## src/rtl/hasti_sram_pkg.sv

```systemverilog
// Shared types and helpers for the SRAM arbiter slice.
// Holds the state encoding, default widths and byte-mask expansion.
package hasti_sram_pkg;

   typedef enum logic {
      CLEAR = 1'b0,
      RUN   = 1'b1
   } state_t;

   localparam int AW_DEF = 10;
   localparam int DW_DEF = 32;
   localparam int BW_DEF = DW_DEF / 8;

   function automatic logic [DW_DEF-1:0] be2mask(
      input logic [BW_DEF-1:0] be
   );
      logic [DW_DEF-1:0] m;
      m = '0;
      for (int i = 0; i < BW_DEF; i++) begin
         m[i*8 +: 8] = {8{be[i]}};
      end
      return m;
   endfunction

endpackage

```

## src/rtl/hasti_sram_rr2.sv

```systemverilog
// Two-way round-robin arbiter with a last-winner pointer.
// Ties go to the requester that did not win most recently.
module hasti_sram_rr2 (
   input  logic       i_clk,
   input  logic       i_rst_n,
   input  logic [1:0] i_req,
   output logic [1:0] o_gnt
);

   logic r_last;

   // Grant decode: single requester wins, ties alternate.
   always_comb begin
      o_gnt = 2'b00;
      case (i_req)
         2'b01:   o_gnt = 2'b01;
         2'b10:   o_gnt = 2'b10;
         2'b11:   o_gnt = r_last ? 2'b01 : 2'b10;
         default: o_gnt = 2'b00;
      endcase
   end

   // Remember the last winner; idle cycles leave it alone.
   always_ff @(posedge i_clk or negedge i_rst_n) begin
      if (!i_rst_n) begin
         r_last <= 1'b1;
      end else if (|o_gnt) begin
         r_last <= o_gnt[1];
      end
   end

endmodule

```

## src/rtl/hasti_sram_arbiter.sv

```systemverilog
// Shares one single-port SRAM between fetch (r0) and data (r1).
// A clear sequencer zero-fills the array after reset or on request.
module hasti_sram_arbiter
   import hasti_sram_pkg::*;
#(
   parameter int AW             = AW_DEF,
   parameter int DW             = DW_DEF,
   parameter bit CLEAR_ON_RESET = 1'b1
) (
   input  logic          CLK,
   input  logic          RST,
   input  logic          init_start,
   output logic          init_busy,
   input  logic          r0_req,
   input  logic          r0_we,
   input  logic [AW-1:0] r0_addr,
   input  logic [DW-1:0] r0_wdata,
   input  logic [DW/8-1:0] r0_be,
   output logic          r0_gnt,
   output logic          r0_rvalid,
   output logic [DW-1:0] r0_rdata,
   input  logic          r1_req,
   input  logic          r1_we,
   input  logic [AW-1:0] r1_addr,
   input  logic [DW-1:0] r1_wdata,
   input  logic [DW/8-1:0] r1_be,
   output logic          r1_gnt,
   output logic          r1_rvalid,
   output logic [DW-1:0] r1_rdata,
   output logic [AW-1:0] mem_addr,
   output logic          mem_wen,
   output logic [DW-1:0] mem_wdata,
   output logic [DW-1:0] mem_wmask,
   output logic          mem_ren,
   input  logic [DW-1:0] mem_rdata
);

   localparam int BW = DW / 8;
   localparam logic [AW-1:0] LAST = '1;

   state_t        r_state;
   state_t        w_state_nxt;
   logic [AW-1:0] r_clr_cnt;
   logic [AW-1:0] w_clr_nxt;
   logic [AW-1:0] r_addr_hold;
   logic          r_rv0;
   logic          r_rv1;

   logic          w_arb_en;
   logic [1:0]    w_req;
   logic [1:0]    w_gnt;
   logic          w_any;
   logic          w_we;
   logic [AW-1:0] w_addr;
   logic [DW-1:0] w_wdata;
   logic [BW-1:0] w_be;
   logic [DW-1:0] w_mask;

   assign w_arb_en = RST && (r_state == RUN) && !init_start;
   assign w_req    = {r1_req, r0_req} & {2{w_arb_en}};

   hasti_sram_rr2 u_rr2 (
      .i_clk   (CLK),
      .i_rst_n (RST),
      .i_req   (w_req),
      .o_gnt   (w_gnt)
   );

   assign w_any   = |w_gnt;
   assign w_we    = w_gnt[1] ? r1_we    : r0_we;
   assign w_addr  = w_gnt[1] ? r1_addr  : r0_addr;
   assign w_wdata = w_gnt[1] ? r1_wdata : r0_wdata;
   assign w_be    = w_gnt[1] ? r1_be    : r0_be;

   if (DW == DW_DEF) begin : g_mask_fn
      assign w_mask = be2mask(w_be);
   end else begin : g_mask_loop
      // Expand each byte enable to a full byte of mask.
      always_comb begin
         w_mask = '0;
         for (int i = 0; i < BW; i++) begin
            w_mask[i*8 +: 8] = {8{w_be[i]}};
         end
      end
   end

   assign r0_gnt    = w_gnt[0];
   assign r1_gnt    = w_gnt[1];
   assign r0_rvalid = r_rv0;
   assign r1_rvalid = r_rv1;
   assign r0_rdata  = r_rv0 ? mem_rdata : '0;
   assign r1_rdata  = r_rv1 ? mem_rdata : '0;
   assign init_busy = (r_state == CLEAR);

   // Next state plus SRAM drive: sweep in CLEAR, winner in RUN.
   always_comb begin
      w_state_nxt = r_state;
      w_clr_nxt   = r_clr_cnt;
      mem_addr    = r_addr_hold;
      mem_wen     = 1'b0;
      mem_ren     = 1'b0;
      mem_wdata   = '0;
      mem_wmask   = '0;
      unique case (r_state)
         CLEAR: begin
            mem_wen   = 1'b1;
            mem_addr  = r_clr_cnt;
            mem_wmask = '1;
            w_clr_nxt = r_clr_cnt + AW'(1);
            if (r_clr_cnt == LAST) begin
               w_clr_nxt   = '0;
               w_state_nxt = RUN;
            end
         end
         RUN: begin
            if (init_start) begin
               w_state_nxt = CLEAR;
               w_clr_nxt   = '0;
            end else if (w_any) begin
               mem_addr = w_addr;
               if (w_we) begin
                  mem_wen   = 1'b1;
                  mem_wdata = w_wdata;
                  mem_wmask = w_mask;
               end else begin
                  mem_ren = 1'b1;
               end
            end
         end
         default: ;
      endcase
      if (!RST) begin
         mem_wen = 1'b0;
         mem_ren = 1'b0;
      end
   end

   // State, clear counter, held address and read-return flags.
   always_ff @(posedge CLK or negedge RST) begin
      if (!RST) begin
         r_state     <= CLEAR_ON_RESET ? CLEAR : RUN;
         r_clr_cnt   <= '0;
         r_addr_hold <= '0;
         r_rv0       <= 1'b0;
         r_rv1       <= 1'b0;
      end else begin
         r_state     <= w_state_nxt;
         r_clr_cnt   <= w_clr_nxt;
         r_addr_hold <= mem_addr;
         r_rv0       <= w_gnt[0] & ~r0_we;
         r_rv1       <= w_gnt[1] & ~r1_we;
      end
   end

endmodule

```

## config.mk

```make
export PLATFORM = sky130hd
export DESIGN_NAME = hasti_sram_arbiter
export DESIGN_NICKNAME = d
export VERILOG_FILES = /design/src/rtl/hasti_sram_pkg.sv /design/src/rtl/hasti_sram_rr2.sv /design/src/rtl/hasti_sram_arbiter.sv
export SDC_FILE = /design/constraint.sdc
export NUM_CORES = 1
export LEC_CHECK = 0
export CORE_AREA = 2 2 106 108
export CTS_CLUSTER_DIAMETER = 150
export CTS_CLUSTER_SIZE = 10
export DETAILED_ROUTE_END_ITERATION = 10
export DIE_AREA = 0 0 108 110
export HOLD_SLACK_MARGIN = 0.1
export PLACE_DENSITY_LB_ADDON = 0.3
export RECOVER_POWER = 100
export SLEW_MARGIN = 5
export SYNTH_ARGS = -nofsm -noshare
export SYNTH_HDL_FRONTEND = slang
export SYNTH_SLANG_ARGS = --single-unit
```

## constraint.sdc

```tcl
create_clock -name CLK -period 2.7 [get_ports CLK]
set_clock_uncertainty 0.05 [all_clocks]
set_input_delay 0.27 -clock CLK [delete_from_list [all_inputs] [get_ports CLK]]
set_output_delay 0.27 -clock CLK [all_outputs]
set_load 0.01 [all_outputs]
```

# Word level (Yosys, flattened, before mapping)

Index checks and enable logic that the tools add are counted.

Logic and storage cells: 57
Register bits after elaboration: 24
Output and inout port bits: 145
Input bits: 131

Eq/ne operators: 5
Multiplexer cells: 35
$add $sub $neg: 1
Bitwise operators: 6
Reduce and logical (&&, ||, !) cells: 4

Operator list:

| operator                                                              | number |
|---|---|
| 32-bit 2-to-1 mux                                                     | 10 |
| 32-bit one-hot mux with 2 select lines                                | 1 |
| 10-bit 2-to-1 mux                                                     | 5 |
| 10-bit one-hot mux with 2 select lines                                | 2 |
| 1-bit 2-to-1 mux                                                      | 12 |
| 10-bit by 1-bit adder with 10-bit output, second input constant       | 1 |
| 10-bit equality test, second input constant                           | 1 |
| 2-bit one-hot mux with 3 select lines                                 | 1 |
| 2-bit equality test, second input constant                            | 2 |
| 4-bit 2-to-1 mux                                                      | 1 |
| 1-bit one-hot mux with 2 select lines                                 | 2 |
| 1-bit NOT                                                             | 3 |
| 1-bit bitwise AND                                                     | 2 |
| 2-bit bitwise AND                                                     | 1 |
| 2-bit by 1-bit equality test with 1-bit output, second input constant | 1 |
| 1-bit logical AND                                                     | 2 |
| 2-bit 2-to-1 mux                                                      | 1 |
| 2-bit inequality test, second input constant                          | 1 |
| 2-bit OR reduction                                                    | 1 |
| 1-bit zero test                                                       | 1 |

# Logic depth before layout (Yosys ltp)

Depth in word-level cells: 11
Gate-level depth with buffers: 7
Depth with buffers taken out: 5

# Modules after synthesis

From an unflattened synthesis, not the netlist that was laid out.

Cells, all modules: 316
Area total of the unflattened synthesis: 2,513.7 sq um

By module, submodules not included:

| module             | area each (sq um) | times used | seq. area each (sq um) | cells an instance |
|---|---|---|---|---|
| hasti_sram_arbiter | 2,459.9           | 1          | 575.6                  | 310 |
| hasti_sram_rr2     | 53.8              | 1          | 26.3                   | 6 |

# Least setup slack after synthesis

No wires, ideal clock.

Path type: register to output
From: reg r_state
To: out mem_wmask[10]
Cell stages (with the launch flop): 8
Slack: 0.390 ns
Data arrival time: 1.990 ns
Path buffers: 3
Data required time: 2.380 ns
Cell sequence: dfrtp_1 nand4b_1 nand2b_1 buf_4 buf_2 mux2i_1 o21ai_0 buf_4

Word-level cells in the longest chain between the ends: 10
Elaborated cells between the ends (all ways): 15
Those cells by class: 3 x eq/ne; 7 x mux; 2 x bitwise; 3 x reduce/logical

Ends and longest elaborated chain:

| element                                                                                      | line                                               | text |
|---|---|---|
| from (decl)                                                                                  | hasti_sram_arbiter.sv:41                           | `state_t r_state;` |
| from (signal assigned)                                                                       | hasti_sram_arbiter.sv:141                          | `r_state <= CLEAR_ON_RESET ? CLEAR : RUN;` |
| from (signal assigned)                                                                       | hasti_sram_arbiter.sv:147                          | `r_state <= w_state_nxt;` |
| 1-bit logical AND (2 in series)                                                              | hasti_sram_arbiter.sv:59                           | `assign w_arb_en = RST && (r_state == RUN) && !init_start;` |
| 2-bit bitwise AND                                                                            | hasti_sram_arbiter.sv:60                           | `assign w_req = {r1_req, r0_req} & {2{w_arb_en}};` |
| 2-bit equality test / 2-bit by 1-bit equality test with 1-bit output (equally long branches) | hasti_sram_rr2.sv:15                               | `case (i_req)` |
| 2-bit one-hot mux with 3 select lines                                                        | hasti_sram_rr2.sv:15                               |  |
| 4-bit 2-to-1 mux / 1-bit 2-to-1 mux (equally long branches)                                  | hasti_sram_arbiter.sv:73, hasti_sram_arbiter.sv:70 |  |
| 32-bit 2-to-1 mux                                                                            | hasti_sram_arbiter.sv:121                          | `if (w_we) begin` |
| 32-bit 2-to-1 mux                                                                            | hasti_sram_arbiter.sv:119                          | `end else if (w_any) begin` |
| 32-bit 2-to-1 mux                                                                            | hasti_sram_arbiter.sv:116                          | `if (init_start) begin` |
| 32-bit one-hot mux with 2 select lines *                                                     | hasti_sram_arbiter.sv:104                          | `unique case (r_state)` |
| to (decl)                                                                                    | hasti_sram_arbiter.sv:33                           | `output logic [DW-1:0] mem_wmask,` |

Mark *: on every way between the ends. The rest lies on a longest branch, timed or not.

# Worst setup path after layout

From: in r1_req
To: out mem_wmask[11]

Word-level cells in the longest chain between the ends: 8
Elaborated cells between the ends (all ways): 12
Those cells by class: 3 x eq/ne; 7 x mux; 1 x bitwise; 1 x reduce/logical

Ends and longest elaborated chain:

| element                                                                                      | line                                               | text |
|---|---|---|
| from (decl)                                                                                  | hasti_sram_arbiter.sv:22                           | `input logic r1_req,` |
| 2-bit bitwise AND *                                                                          | hasti_sram_arbiter.sv:60                           |  |
| 2-bit equality test / 2-bit by 1-bit equality test with 1-bit output (equally long branches) | hasti_sram_rr2.sv:15                               |  |
| 2-bit one-hot mux with 3 select lines *                                                      | hasti_sram_rr2.sv:15                               |  |
| 4-bit 2-to-1 mux / 1-bit 2-to-1 mux (equally long branches)                                  | hasti_sram_arbiter.sv:73, hasti_sram_arbiter.sv:70 |  |
| 32-bit 2-to-1 mux                                                                            | hasti_sram_arbiter.sv:121                          |  |
| 32-bit 2-to-1 mux *                                                                          | hasti_sram_arbiter.sv:119                          |  |
| 32-bit 2-to-1 mux *                                                                          | hasti_sram_arbiter.sv:116                          |  |
| 32-bit one-hot mux with 2 select lines *                                                     | hasti_sram_arbiter.sv:104                          |  |

Marks and branches as above.

==> flow_summary_export.csv <==
group,metric,value,unit
logic_synthesis,synth_seq_cells,24,
floorplanning,core_area,10700,um^2
sta,setup_ws,98.8,ps
route,drcViolationCount,0,
logic_synthesis,yosys_warnings,0,
final_layout,antenna_cells,0,
clocking,clk_pin_slew_worst_paths,90,ps
sta,tns,0,ps
sta,finalCriticalPeriod,2600,ps
logic_synthesis,synth-compound-area-share,20.6,%
route,detail_route.first_pass.iterations,4,
route,postRouteAntennaNets,0,
status,outcome,"finished clean",
placement,pre_cts_ws,-108,ps
sta,max_freq,0.384,GHz
final_layout,fillCellCount,1035,
clocking,cts.sink_count,24,
logic_synthesis,synth-edff-count,0,
route,via_per_inst,4.65,
final_layout,drive_above_1_share,5.77,%
grt,gr-total-overflow,0,
grt,first_global_vias,3329,
worst_setup_path,endpoint_kind,"primary output",
logic_synthesis,synth_top_area_cell,"dfrtp_1",
power,max-vdd-ir-drop,0.000250,V
grt,antenna_found_initial,0,
clocking,insertion_delay,270,ps
clocking,cts_buffers,3,
logic_synthesis,syn_avg_cell_area,6.89,um^2
floorplanning,die_y,110,um
final_layout,syn_to_final_growth,116,%
sta,slew_headroom,36.3,%
worst_setup_path,critPathLaunchType,"input port",
route,routedWlPerCell,16.4,um
clocking,cts_tree,"built",
placement,dp_cells,756,
logic_synthesis,synth_area_leaders,"dfrtp_1 23%, and2_1 16%, nand2_1 13%, buf_4 8.9%, a21oi_1 7.1%",
worst_setup_path,arrival,2280,ps
logic_synthesis,muxShareOfSynthArea,2.92,%
logic_synthesis,synth_top_family_by_area,"simple AND/OR/NAND/NOR gates",
floorplanning,io_pins,276,
grt,grt_pass1_wl,17500,um
sta,fin_crit_sh,96.3,%
worst_setup_path,critPathKind,"in2out",
placement,place_hpwl,10200,um
power,pwr_density_cell,267,nW/um^2
route,drt_iter0_drc,157,
flow_run,maxCapViolations,0,
logic_synthesis,synth_area,2530,um^2
clocking,cts_root_buf,"clkbuf_8",
grt,grt_usage,18.8,%
final_layout,instances_no_fill,764,
placement,gp_congestion,0.866,
placement,io_buffers,275,
sta,final_hold_viol_count,0,
floorplanning,dieArea,11900,um^2
logic_synthesis,synth_xor_area_share,1.04,%
route,wirelength,12500,um
floorplanning,die_w,108,um
logic_synthesis,synth.distinct_cells,44,
logic_synthesis,synth_top_flop_cell,"dfrtp_1",
worst_setup_path,path_max_fanout,12,
logic_synthesis,yosysSeqAreaShare,23.8,%
grt,grt_max_degree,36,
sta,setup_viol,0,
final_layout,fin_nets,757,
logic_synthesis,synth-simple-area-share,35.7,%
logic_synthesis,synthAdderAreaFrac,0.495,%
logic_synthesis,syn_inst,367,
worst_setup_path,cp_data_required_time,2380,ps
logic_synthesis,synth_top_cell_area_share,22.8,%
sta,drv_slew,0,
clocking,clk_path_buf_depth,2,
power,leakagePower,2.26,nW
logic_synthesis,async_flop_share,100,%
sta,holdWs,441,ps
hold_path,hold_path.class,"in2reg",
floorplanning,placementRows,38,
logic_synthesis,synth_fp_nets,499,
sta,worst_pin_slew,956,ps
route,via_count,3555,
floorplanning,start_util,23.6,%
clocking,htree_levels,1,
-- worst max-delay path, stage by stage --
cell and delay [ps]:
clkdlybuf4s50_1 500, buf_4 200, o2111a_1 260, mux2i_4 120, o21ai_0 200, buf_4 180
clkdlybuf4s50_1 550
-- logic make-up after synthesis --
| kind of cell | after synthesis |
|---|---|
| AO/OA/AOI/OAI | 86 |
| adder cells (fa/ha/maj) | 1 |
| XOR/XNOR | 3 |
| AND/OR/NAND/NOR | 182 |
| buffers and inverters | 65 |
| flip-flops | 24 |
| multiplexers | 6 |
-- metal layers --
layer	track usage [%]	part of all wire [%]
met5	0	0
met4	3.11	1.0
met3	4.88	9.8
met2	36.3	52
met1	20.9	37
-- where the power goes --
part / internal [mW] / switching [mW]
clock network: 0.198 / 0.127
logic: 0.340 / 0.247
registers: 0.471 / 0.0753
-- cell type report --
class                      instances  area (um^2)  share of cell area (%)
inverter                          11         41.3                   0.755
clock buffer                       3         41.3                   0.755
clock inverter                     1         30.0                   0.549
multi-input combinational        278         1550                    28.4
timing repair buffer             307         3030                    55.4
tap                              140          175                    3.20
sequential                        24          603                    11.0
-- cell usage in the layout (no fill, tap or decap), drive strengths merged, types with 2 or more instances in the layout --
cell,netlist,layout
clkdlybuf4s50,0,237
nand2,87,87
and2,65,65
a21oi,36,36
dlygate4sd3,0,24
buf,42,24
dfrtp,23,23
o21ai,16,16
clkbuf,12,12
o22ai,11,11
inv,10,10
nor3,8,8
a211oi,8,8
nand3,5,5
mux2i,5,5
nor2,4,4
clkdlybuf4s25,0,4
dlymetal6s2s,0,4
and3,3,3
xnor2,3,3
dlymetal6s4s,0,3
o211ai,3,3
a22o,2,2
dlygate4sd2,0,2
nor2b,2,2
nand2b,2,2
-- final timing paths --
path	from	end	slack (ps)	depth (start not counted)
setup / recovery	r1_req	mem_wmask[11]	100	7
hold / removal	init_start	u_rr2.r_last	440	5
max in group asynchronous	RST	r1_rvalid	1450	4
hold reg to reg	u_rr2.r_last	u_rr2.r_last	450	2
min in group asynchronous	RST	u_rr2.r_last	530	3
setup reg to reg	r_clr_cnt[1]	r_clr_cnt[7]	930	5
-- what timing repair did --
action                                 4_1_cts  5_1_grt
hold buffers                                 0        2
resized for setup                            5       16
buffers inserted                             0        2
setup endpoints to repair                   35       72
pin swaps                                    0        1
gates cloned                                 0        0
endpoints found under the hold margin        0        7
-- flip-flops by register name (all words and copies together) (netlist names) --
name and flops:
r_state 1, r_addr_hold 10, r_clr_cnt 10, r1_rvalid 1, u_rr2.r_last 1, r0_rvalid 1
-- synth_stat cells, types with 2 or more instances --
master     n
nor2_1     4
nor2b_1    2
a21oi_1   36
nand3_1    5
clkbuf_1  12
o22ai_1   11
mux2i_1    4
a211oi_1   8
and2_1    65
buf_6      3
a22o_1     2
nand2b_1   2
o211ai_1   2
nand2_1   87
nor3_1     8
buf_2      9
inv_1     10
xnor2_1    3
buf_4     30
dfrtp_1   23
o21ai_0   16
and3_1     3
-- per-stage QoR --
step	utilization [%]	total power [mW]	area, um^2
floorplan	-	0.761	2530
global placement	50.3	1.15	5380
detailed placement	50.3	1.16	5380
CTS	51.0	1.49	5460
global route	51.1	1.54	5470
finish	51.1	1.46	5470
(Power assumes the default switching activity.)
